==> config.mk <==
export PLATFORM = sky130hd
export DESIGN_NAME = sd_cmd_seq_flat
export DESIGN_NICKNAME = d
export VERILOG_FILES = /design/src/rtl/sd_pkg.sv /design/src/rtl/sd_cmd_seq_if.sv /design/src/rtl/sd_byte_issuer.sv /design/src/rtl/sd_cmd_seq.sv /design/src/flat_wrapper.sv
export SDC_FILE = /design/constraint.sdc
export NUM_CORES = 1
export LEC_CHECK = 0
export CORE_ASPECT_RATIO = 1.2
export CORE_MARGIN = 2
export CORE_UTILIZATION = 35
export DETAILED_ROUTE_END_ITERATION = 8
export DONT_BUFFER_PORTS = 1
export GPL_ROUTABILITY_DRIVEN = 0
export PLACE_DENSITY_LB_ADDON = 0.1
export SLEW_MARGIN = 40
export SYNTH_ARGS = -nofsm -noshare
export SYNTH_HDL_FRONTEND = slang
export SYNTH_HIERARCHICAL = 1
export SYNTH_SLANG_ARGS = --single-unit
==> constraint.sdc <==
create_clock -name clk -period 2.5 [get_ports clk]
set_input_delay 0.75 -clock clk [delete_from_list [all_inputs] [get_ports clk]]
set_output_delay 0.75 -clock clk [all_outputs]
set_load 0.02 [all_outputs]
==> src/rtl/sd_pkg.sv <==
// Shared types and constants for the SD-card SPI command sequencer.
package sd_pkg;

    localparam int unsigned FRAME_W = 48;

    localparam logic [7:0] SD_FILL   = 8'hFF;
    localparam logic [1:0] CMD_START = 2'b01;
    localparam logic       STOP_BIT  = 1'b1;

    localparam logic [5:0] CMD0   = 6'd0;
    localparam logic [5:0] CMD8   = 6'd8;
    localparam logic [5:0] CMD17  = 6'd17;
    localparam logic [5:0] CMD55  = 6'd55;
    localparam logic [5:0] ACMD41 = 6'd41;

    typedef enum logic [2:0] {
        S_IDLE   = 3'd0,
        S_INIT   = 3'd1,
        S_LOAD   = 3'd2,
        S_SEND   = 3'd3,
        S_POLL   = 3'd4,
        S_TAIL   = 3'd5,
        S_FINISH = 3'd6
    } sd_state_e;

    typedef struct packed {
        logic [5:0]  idx;
        logic [31:0] arg;
        logic [6:0]  crc;
    } sd_cmd_t;

    // Full 48-bit command frame, first byte in the top bits.
    function automatic logic [FRAME_W-1:0] sd_frame(input sd_cmd_t cmd);
        return {CMD_START, cmd.idx, cmd.arg, cmd.crc, STOP_BIT};
    endfunction

endpackage

==> src/rtl/sd_cmd_seq_if.sv <==
// Host-side command/response and SPI byte-engine signals of the sequencer.
interface sd_cmd_seq_if;
    logic        init_stb;
    logic        cmd_stb;
    logic [5:0]  cmd_idx;
    logic [31:0] cmd_arg;
    logic [6:0]  cmd_crc;
    logic        busy;
    logic        resp_stb;
    logic [7:0]  resp_r1;
    logic        resp_to;
    logic        cs_n;
    logic        w_stb;
    logic [7:0]  w_data;
    logic        w_ack;
    logic        r_stb;
    logic [7:0]  r_data;

    // Environment view: card-driver FSM plus byte engine.
    modport master (
        output init_stb, cmd_stb, cmd_idx, cmd_arg, cmd_crc, w_ack, r_stb, r_data,
        input  busy, resp_stb, resp_r1, resp_to, cs_n, w_stb, w_data
    );

    // Sequencer view.
    modport slave (
        input  init_stb, cmd_stb, cmd_idx, cmd_arg, cmd_crc, w_ack, r_stb, r_data,
        output busy, resp_stb, resp_r1, resp_to, cs_n, w_stb, w_data
    );
endinterface

==> src/rtl/sd_byte_issuer.sv <==
// Issues one byte strobe per go and reports the engine's W_ACK rising edge.
module sd_byte_issuer (
    input  logic       clk,
    input  logic       rst_n,
    input  logic       go,
    input  logic [7:0] data,
    input  logic       w_ack,
    output logic       w_stb,
    output logic [7:0] w_data,
    output logic       done
);
    logic       ack_q, ack_d;
    logic       wait_q, wait_d;
    logic       stb_q, stb_d;
    logic       done_q, done_d;
    logic [7:0] data_q, data_d;

    // Edges of W_ACK outside a pending byte are ignored.
    always_comb begin
        ack_d  = w_ack;
        stb_d  = 1'b0;
        done_d = 1'b0;
        data_d = data_q;
        wait_d = wait_q;
        if (go) begin
            stb_d  = 1'b1;
            data_d = data;
            wait_d = 1'b1;
        end else if (wait_q && w_ack && !ack_q) begin
            wait_d = 1'b0;
            done_d = 1'b1;
        end
    end

    always_ff @(posedge clk or negedge rst_n) begin
        if (!rst_n) begin
            ack_q  <= 1'b0;
            wait_q <= 1'b0;
            stb_q  <= 1'b0;
            done_q <= 1'b0;
            data_q <= 8'hFF;
        end else begin
            ack_q  <= ack_d;
            wait_q <= wait_d;
            stb_q  <= stb_d;
            done_q <= done_d;
            data_q <= data_d;
        end
    end

    assign w_stb  = stb_q;
    assign w_data = data_q;
    assign done   = done_q;

endmodule

==> src/rtl/sd_cmd_seq.sv <==
// SD SPI command sequencer: init dummy clocks, 6-byte command frame, R1 poll, CS release.
module sd_cmd_seq
    import sd_pkg::*;
#(
    parameter int unsigned INIT_BYTES = 10,
    parameter int unsigned NCR_MAX    = 8
) (
    input  logic        clk,
    input  logic        rst_n,
    sd_cmd_seq_if.slave bus
);
    localparam int unsigned CNT_W = 8;
    localparam logic [CNT_W-1:0] CNT_SAT = '1;

    sd_state_e          state_q, state_d;
    logic [CNT_W-1:0]   cnt_q, cnt_d;
    logic [FRAME_W-1:0] frame_q, frame_d;
    logic               inflight_q, inflight_d;
    logic               busy_q, busy_d;
    logic               resp_stb_q, resp_stb_d;
    logic [7:0]         resp_r1_q, resp_r1_d;
    logic               resp_to_q, resp_to_d;
    logic               cs_n_q, cs_n_d;

    logic               go_c;
    logic [7:0]         go_data_c;
    logic               ready_c;
    logic [CNT_W-1:0]   poll_c;
    sd_cmd_t            cmd_c;
    logic               done;

    sd_byte_issuer u_issuer (
        .clk    (clk),
        .rst_n  (rst_n),
        .go     (go_c),
        .data   (go_data_c),
        .w_ack  (bus.w_ack),
        .w_stb  (bus.w_stb),
        .w_data (bus.w_data),
        .done   (done)
    );

    always_comb begin
        state_d    = state_q;
        cnt_d      = cnt_q;
        frame_d    = frame_q;
        busy_d     = busy_q;
        resp_stb_d = 1'b0;
        resp_r1_d  = resp_r1_q;
        resp_to_d  = resp_to_q;
        cs_n_d     = cs_n_q;
        go_c       = 1'b0;
        go_data_c  = SD_FILL;
        poll_c     = cnt_q;
        cmd_c.idx  = bus.cmd_idx;
        cmd_c.arg  = bus.cmd_arg;
        cmd_c.crc  = bus.cmd_crc;
        // A new byte may go out in the same cycle the previous one completes.
        ready_c    = !inflight_q || done;

        case (state_q)
            S_IDLE: begin
                cs_n_d = 1'b1;
                if (bus.init_stb) begin
                    state_d   = S_INIT;
                    cnt_d     = CNT_W'(INIT_BYTES);
                    busy_d    = 1'b1;
                    resp_to_d = 1'b0;
                end else if (bus.cmd_stb) begin
                    state_d   = S_LOAD;
                    frame_d   = sd_frame(cmd_c);
                    busy_d    = 1'b1;
                    resp_to_d = 1'b0;
                end
            end
            S_INIT: begin
                cs_n_d = 1'b1;
                if (ready_c) begin
                    if (cnt_q == '0) begin
                        state_d    = S_FINISH;
                        resp_r1_d  = SD_FILL;
                        resp_to_d  = 1'b0;
                        resp_stb_d = 1'b1;
                        busy_d     = 1'b0;
                    end else begin
                        go_c  = 1'b1;
                        cnt_d = cnt_q - 1'b1;
                    end
                end
            end
            S_LOAD: begin
                cs_n_d  = 1'b0;
                cnt_d   = CNT_W'(6);
                state_d = S_SEND;
            end
            S_SEND: begin
                if (ready_c) begin
                    if (cnt_q == '0) begin
                        state_d = S_POLL;
                    end else begin
                        go_c      = 1'b1;
                        go_data_c = frame_q[FRAME_W-1 -: 8];
                        frame_d   = {frame_q[FRAME_W-9:0], SD_FILL};
                        cnt_d     = cnt_q - 1'b1;
                    end
                end
            end
            S_POLL: begin
                // A valid R1 beats a timeout landing in the same cycle.
                if (bus.r_stb && !bus.r_data[7]) begin
                    resp_r1_d = bus.r_data;
                    resp_to_d = 1'b0;
                    cnt_d     = CNT_W'(1);
                    state_d   = S_TAIL;
                end else if (ready_c) begin
                    poll_c = (done && cnt_q != CNT_SAT) ? cnt_q + 1'b1 : cnt_q;
                    cnt_d  = poll_c;
                    if (poll_c >= CNT_W'(NCR_MAX)) begin
                        resp_r1_d = SD_FILL;
                        resp_to_d = 1'b1;
                        cnt_d     = CNT_W'(1);
                        state_d   = S_TAIL;
                    end else begin
                        go_c = 1'b1;
                    end
                end
            end
            S_TAIL: begin
                // Wait out the in-flight poll byte, then release CS for one fill byte.
                if (ready_c) begin
                    cs_n_d = 1'b1;
                    if (cnt_q == '0) begin
                        state_d    = S_FINISH;
                        resp_stb_d = 1'b1;
                        busy_d     = 1'b0;
                    end else begin
                        go_c  = 1'b1;
                        cnt_d = cnt_q - 1'b1;
                    end
                end
            end
            S_FINISH: begin
                state_d = S_IDLE;
            end
            default: begin
                state_d = S_IDLE;
            end
        endcase

        inflight_d = go_c ? 1'b1 : (done ? 1'b0 : inflight_q);
    end

    always_ff @(posedge clk or negedge rst_n) begin
        if (!rst_n) begin
            state_q    <= S_IDLE;
            cnt_q      <= '0;
            frame_q    <= '0;
            inflight_q <= 1'b0;
            busy_q     <= 1'b0;
            resp_stb_q <= 1'b0;
            resp_r1_q  <= SD_FILL;
            resp_to_q  <= 1'b0;
            cs_n_q     <= 1'b1;
        end else begin
            state_q    <= state_d;
            cnt_q      <= cnt_d;
            frame_q    <= frame_d;
            inflight_q <= inflight_d;
            busy_q     <= busy_d;
            resp_stb_q <= resp_stb_d;
            resp_r1_q  <= resp_r1_d;
            resp_to_q  <= resp_to_d;
            cs_n_q     <= cs_n_d;
        end
    end

    assign bus.busy     = busy_q;
    assign bus.resp_stb = resp_stb_q;
    assign bus.resp_r1  = resp_r1_q;
    assign bus.resp_to  = resp_to_q;
    assign bus.cs_n     = cs_n_q;

endmodule

==> src/flat_wrapper.sv <==
// flat-port wrapper written by rule: the top's interface ports become plain ports
module sd_cmd_seq_flat import sd_pkg::*;
#(
    parameter int unsigned INIT_BYTES = 10,
    parameter int unsigned NCR_MAX    = 8
)
  (clk, rst_n, bus_init_stb, bus_cmd_stb, bus_cmd_idx, bus_cmd_arg, bus_cmd_crc, bus_w_ack, bus_r_stb, bus_r_data, bus_busy, bus_resp_stb, bus_resp_r1, bus_resp_to, bus_cs_n, bus_w_stb, bus_w_data);
  sd_cmd_seq_if bus_i ();
  input  logic clk;
  input  logic rst_n;
  input wire logic [$bits(bus_i.init_stb)-1:0] bus_init_stb;
  input wire logic [$bits(bus_i.cmd_stb)-1:0] bus_cmd_stb;
  input wire logic [$bits(bus_i.cmd_idx)-1:0] bus_cmd_idx;
  input wire logic [$bits(bus_i.cmd_arg)-1:0] bus_cmd_arg;
  input wire logic [$bits(bus_i.cmd_crc)-1:0] bus_cmd_crc;
  input wire logic [$bits(bus_i.w_ack)-1:0] bus_w_ack;
  input wire logic [$bits(bus_i.r_stb)-1:0] bus_r_stb;
  input wire logic [$bits(bus_i.r_data)-1:0] bus_r_data;
  output wire logic [$bits(bus_i.busy)-1:0] bus_busy;
  output wire logic [$bits(bus_i.resp_stb)-1:0] bus_resp_stb;
  output wire logic [$bits(bus_i.resp_r1)-1:0] bus_resp_r1;
  output wire logic [$bits(bus_i.resp_to)-1:0] bus_resp_to;
  output wire logic [$bits(bus_i.cs_n)-1:0] bus_cs_n;
  output wire logic [$bits(bus_i.w_stb)-1:0] bus_w_stb;
  output wire logic [$bits(bus_i.w_data)-1:0] bus_w_data;
  assign bus_i.init_stb = bus_init_stb;
  assign bus_i.cmd_stb = bus_cmd_stb;
  assign bus_i.cmd_idx = bus_cmd_idx;
  assign bus_i.cmd_arg = bus_cmd_arg;
  assign bus_i.cmd_crc = bus_cmd_crc;
  assign bus_i.w_ack = bus_w_ack;
  assign bus_i.r_stb = bus_r_stb;
  assign bus_i.r_data = bus_r_data;
  assign bus_busy = bus_i.busy;
  assign bus_resp_stb = bus_i.resp_stb;
  assign bus_resp_r1 = bus_i.resp_r1;
  assign bus_resp_to = bus_i.resp_to;
  assign bus_cs_n = bus_i.cs_n;
  assign bus_w_stb = bus_i.w_stb;
  assign bus_w_data = bus_i.w_data;
  sd_cmd_seq #(.INIT_BYTES(INIT_BYTES), .NCR_MAX(NCR_MAX)) u_core (.clk(clk), .rst_n(rst_n), .bus(bus_i));
endmodule
==> metrics.md <==
| Metric | Value |
|---|---|
| Hold Crit Class | input port to async pin |
| Largest family of logic cells by synthesized area | simple AND/OR/NAND/NOR gates |
| Antenna fix cells | 0 |
| Top-count cell post-synth | nand2_1 |
| Critical path arrival | ~2600 ps |
| Post-synthesis mux area share | under 10% |
| Placed cell area | around 4500 µm² |
| Layout cells sized above 1 | 16.3% |
| WHS | ~110 ps |
| Total CTS buffers | 9 |
| FF+latch count, synth | 84 |
| Syn Inst Count | 471 |
| Syn Std Cell Area | roughly 4200 µm² |
| Simple-Gate Fraction of Synth Area | between 20% and 30% |
| DRC | 0 |
| Clk_lat worst skew | ~340 ps |
| CP Class | flip-flop to flip-flop |
| Area grow syn2layout | 15.1% |
| Post-synth ARST share | 100% |
| Pwr dens | 1320 nW/µm² |
| CP Capture Type | flip-flop |
| Setup slack, reg-to-reg | ~130 ps |
| Fmax achieved | 422 MHz |
| Pin count of the biggest net entering global routing | a little under 90 |
| Ranking of synthesized cells by area | dfrtp_1 (40%), dfstp_2 (11%), nand2_1 (7.7%) |
| Clk root buf | clkbuf_16 |
| Warning count from the yosys run | 6 |
| Ports | 80 |
| EDFF count, synth | 0 |
| Chip width | 105 µm |
| R2r startpoint | u_core/cnt_q[4] |
| Post-synthesis sequential area ratio | between 50% and 60% |
| Worst vdd ir | approximately 0.52 mV |
| GRT Total Usage | 16.8% |
| Crit-path cells | and4_1, a2111oi_2, o22a_1, and3_1, o21a_1, buf_12, mux2_4 |
| Final hold vios | 0 |
| Unrepaired setup endpoints after global routing | no |
| Dpl cells | 618 |
| Buffers plus inverters on the worst setup path | 1 |
| Yosys cell types | between 50 and 60 |
| Vias | between 3000 and 4000 |
| Delay-heaviest family, CP | compound AO/OA/AOI/OAI gates |
| Slowest CP cell | dfrtp_1 |
| Clock tree buffer depth | 2 |
| H-tree levels | 3 |
| IO Port Bufs | 0 |
| DR pass1 iterations | 4 |
| DR WL/cell | approximately 18 µm |
| Die area | 13000 µm² |
| Final nets | 534 |
| Setup Skew | 8.07 ps |
| Routed wire length | 11300 µm |
| Routed Antenna Nets | 0 |
| Global-route wire length before repair | 17500 µm |
| Rel. slew slack | 50.5% |
| Worst path max stage delay | between 500 and 600 ps |
| Ys flop type | dfrtp_1 |
| Synth Area in Compound Gates | between 20% and 30% |
| Tcrit/Tclk final | 94.8% |
| Num rows | 44 |
| Number of global-route vias before repair | 3484 |
| Finished Cell Area | around 5000 µm² |
| Final min period | between 2000 and 2500 ps |
| CP Max Fanout | 12 |
| Hold-fix buffers, CTS | 0 |
| Total negative slack | 0 ps |
| Via density | ~5.6 |
| Total gr overflow | 0 |
| Initial Util | between 30% and 40% |
| DP Wirelength | 7230 µm |
| Clk sinks | 84 |
| Synth cell count leaders | nand2_1 (87), dfrtp_1 (67), nor2_1 (56) |
| Syn nets | approximately 530 |
| TritonCTS clock tree | built |
| Top-area cell type share of the netlist area | about two fifths |
| Critical path required time | 2760 ps |
| Synth Area in Adders | less than 1% |
| MaxCap Viol Count | 0 |
| LEAKAGE | between 1.5 and 2 nW |
| Antenna violations before repair | 0 |
| Core Region | ~12000 µm² |
| Critical path startpoint category | flip-flop |
| DR iter-0 viols | about 180 |
| XOR/XNOR Fraction of Synth Area | 0% |
| Final Non-Filler Cells | around 640 |
| Max Slew Vio Count | 0 |
| Clock-pin slew of the registers on the worst-case setup and hold paths | around 60 ps |
| Critical path origin | u_core/cnt_q[4] |
| Worst-margin pin slew | ~740 ps |
| Status | completed |
| # setup viols final | 0 |
| Syn_area_per_cell | roughly 9.0 µm² |
| Die Ht | ~120 µm |
| Largest area contributor in the netlist | dfrtp_1 |
==> worst reg2reg max path: cells and delay by family (launching register included) <==
kind / cells / cell delay [ps]
AO/OA/AOI/OAI: 3 / 870
AND/OR/NAND/NOR: 2 / 470
multiplexers: 1 / 310
buffers and inverters: 1 / 150
flip-flops: 1 / 510
==> stage by stage <==
| step | worst slack [ps] | utilization [%] | total power [mW] |
|---|---|---|---|
| 4_1_cts | 27.1 | 40.2 | 6.33 |
| 3_3_place_gp | 85.6 | 37.6 | 4.84 |
| 5_1_grt | 11.0 | 40.9 | 6.94 |
| 3_5_place_dp | 35.5 | 37.6 | 4.89 |
| 2_1_floorplan | 19.1 | - | 4.23 |
| 6_report | 130 | 40.9 | 6.45 |
==> layout by cell type, fill, tap and decap left out, types with 3 or more instances in the layout <==
master	instances
nand3_1	8
nand2_1	87
or4_1	5
o211ai_1	8
mux2_4	8
nor4_1	4
clkbuf_1	4
a31oi_1	40
or3_1	11
dfstp_2	17
nor3_1	7
dfrtp_1	66
buf_6	3
o21ai_0	32
clkbuf_16	10
nor2b_1	3
nand2b_1	4
inv_1	8
o22a_1	8
a21oi_1	8
buf_4	22
nor2_1	56
and4_1	3
o22ai_1	5
==> sequential cells by signal, summed over array words and instances (netlist names), 3 cells and up <==
| signal | flops |
|---|---|
| u_core/u_issuer/w_data | 8 |
| u_core/bus.resp_r1 | 8 |
| u_core/cnt_q | 8 |
| u_core/frame_q | 48 |
| u_core/state_q | 3 |
==> power breakdown <==
group	switching [mW]	internal (mW)
clock network	0.514	0.905
logic	1.50	1.02
registers	0.507	2.01
total	2.52	3.93
==> cell families after synthesis <==
logic type / Yosys count
adder cells (fa/ha/maj): 2
AO/OA/AOI/OAI: 128
buffers and inverters: 45
flip-flops: 84
multiplexers: 9
AND/OR/NAND/NOR: 203
==> layer usage <==
| layer | GRT usage, % | up-vias | wire length [µm] |
|---|---|---|---|
| met4 | 9.14 | 0 | 301 |
| met5 | 0 | - | 0 |
| met1 | 20.4 | 1748 | 4770 |
| met2 | 27.4 | 93 | 5690 |
| li1 | - | 1689 | - |
| met3 | 3.92 | 22 | 561 |
==> cell type report <==
class	instances	area (µm²)
Clock inverter	2	60.1
Fill cell	1228	7060
Multi-Input combinational cell	342	1950
Timing Repair Buffer	28	264
Inverter	8	30.0
Sequential cell	84	2120
Clock buffer	14	254
Tap cell	161	201
==> repair_timing <==
action | 4_1_cts | 5_1_grt
endpoints found under the setup margin | 0 | 64
buffers inserted | 0 | 1
gates resized for setup | 0 | 9
==> path summary, 6_finish.rpt <==
kind / end / depth (start not counted)
max in group asynchronous: u_core/bus.resp_r1[7] / 0
worst max register to register: u_core/u_issuer/w_data[1] / 7
worst max-delay path: u_core/u_issuer/w_data[1] / 7
min in group clk: u_core/u_issuer/ack_q / 0
worst min-delay path: u_core/u_issuer/ack_q / 0
worst min register to register: u_core/frame_q[0] / 1
(Power assumes the default switching activity.)
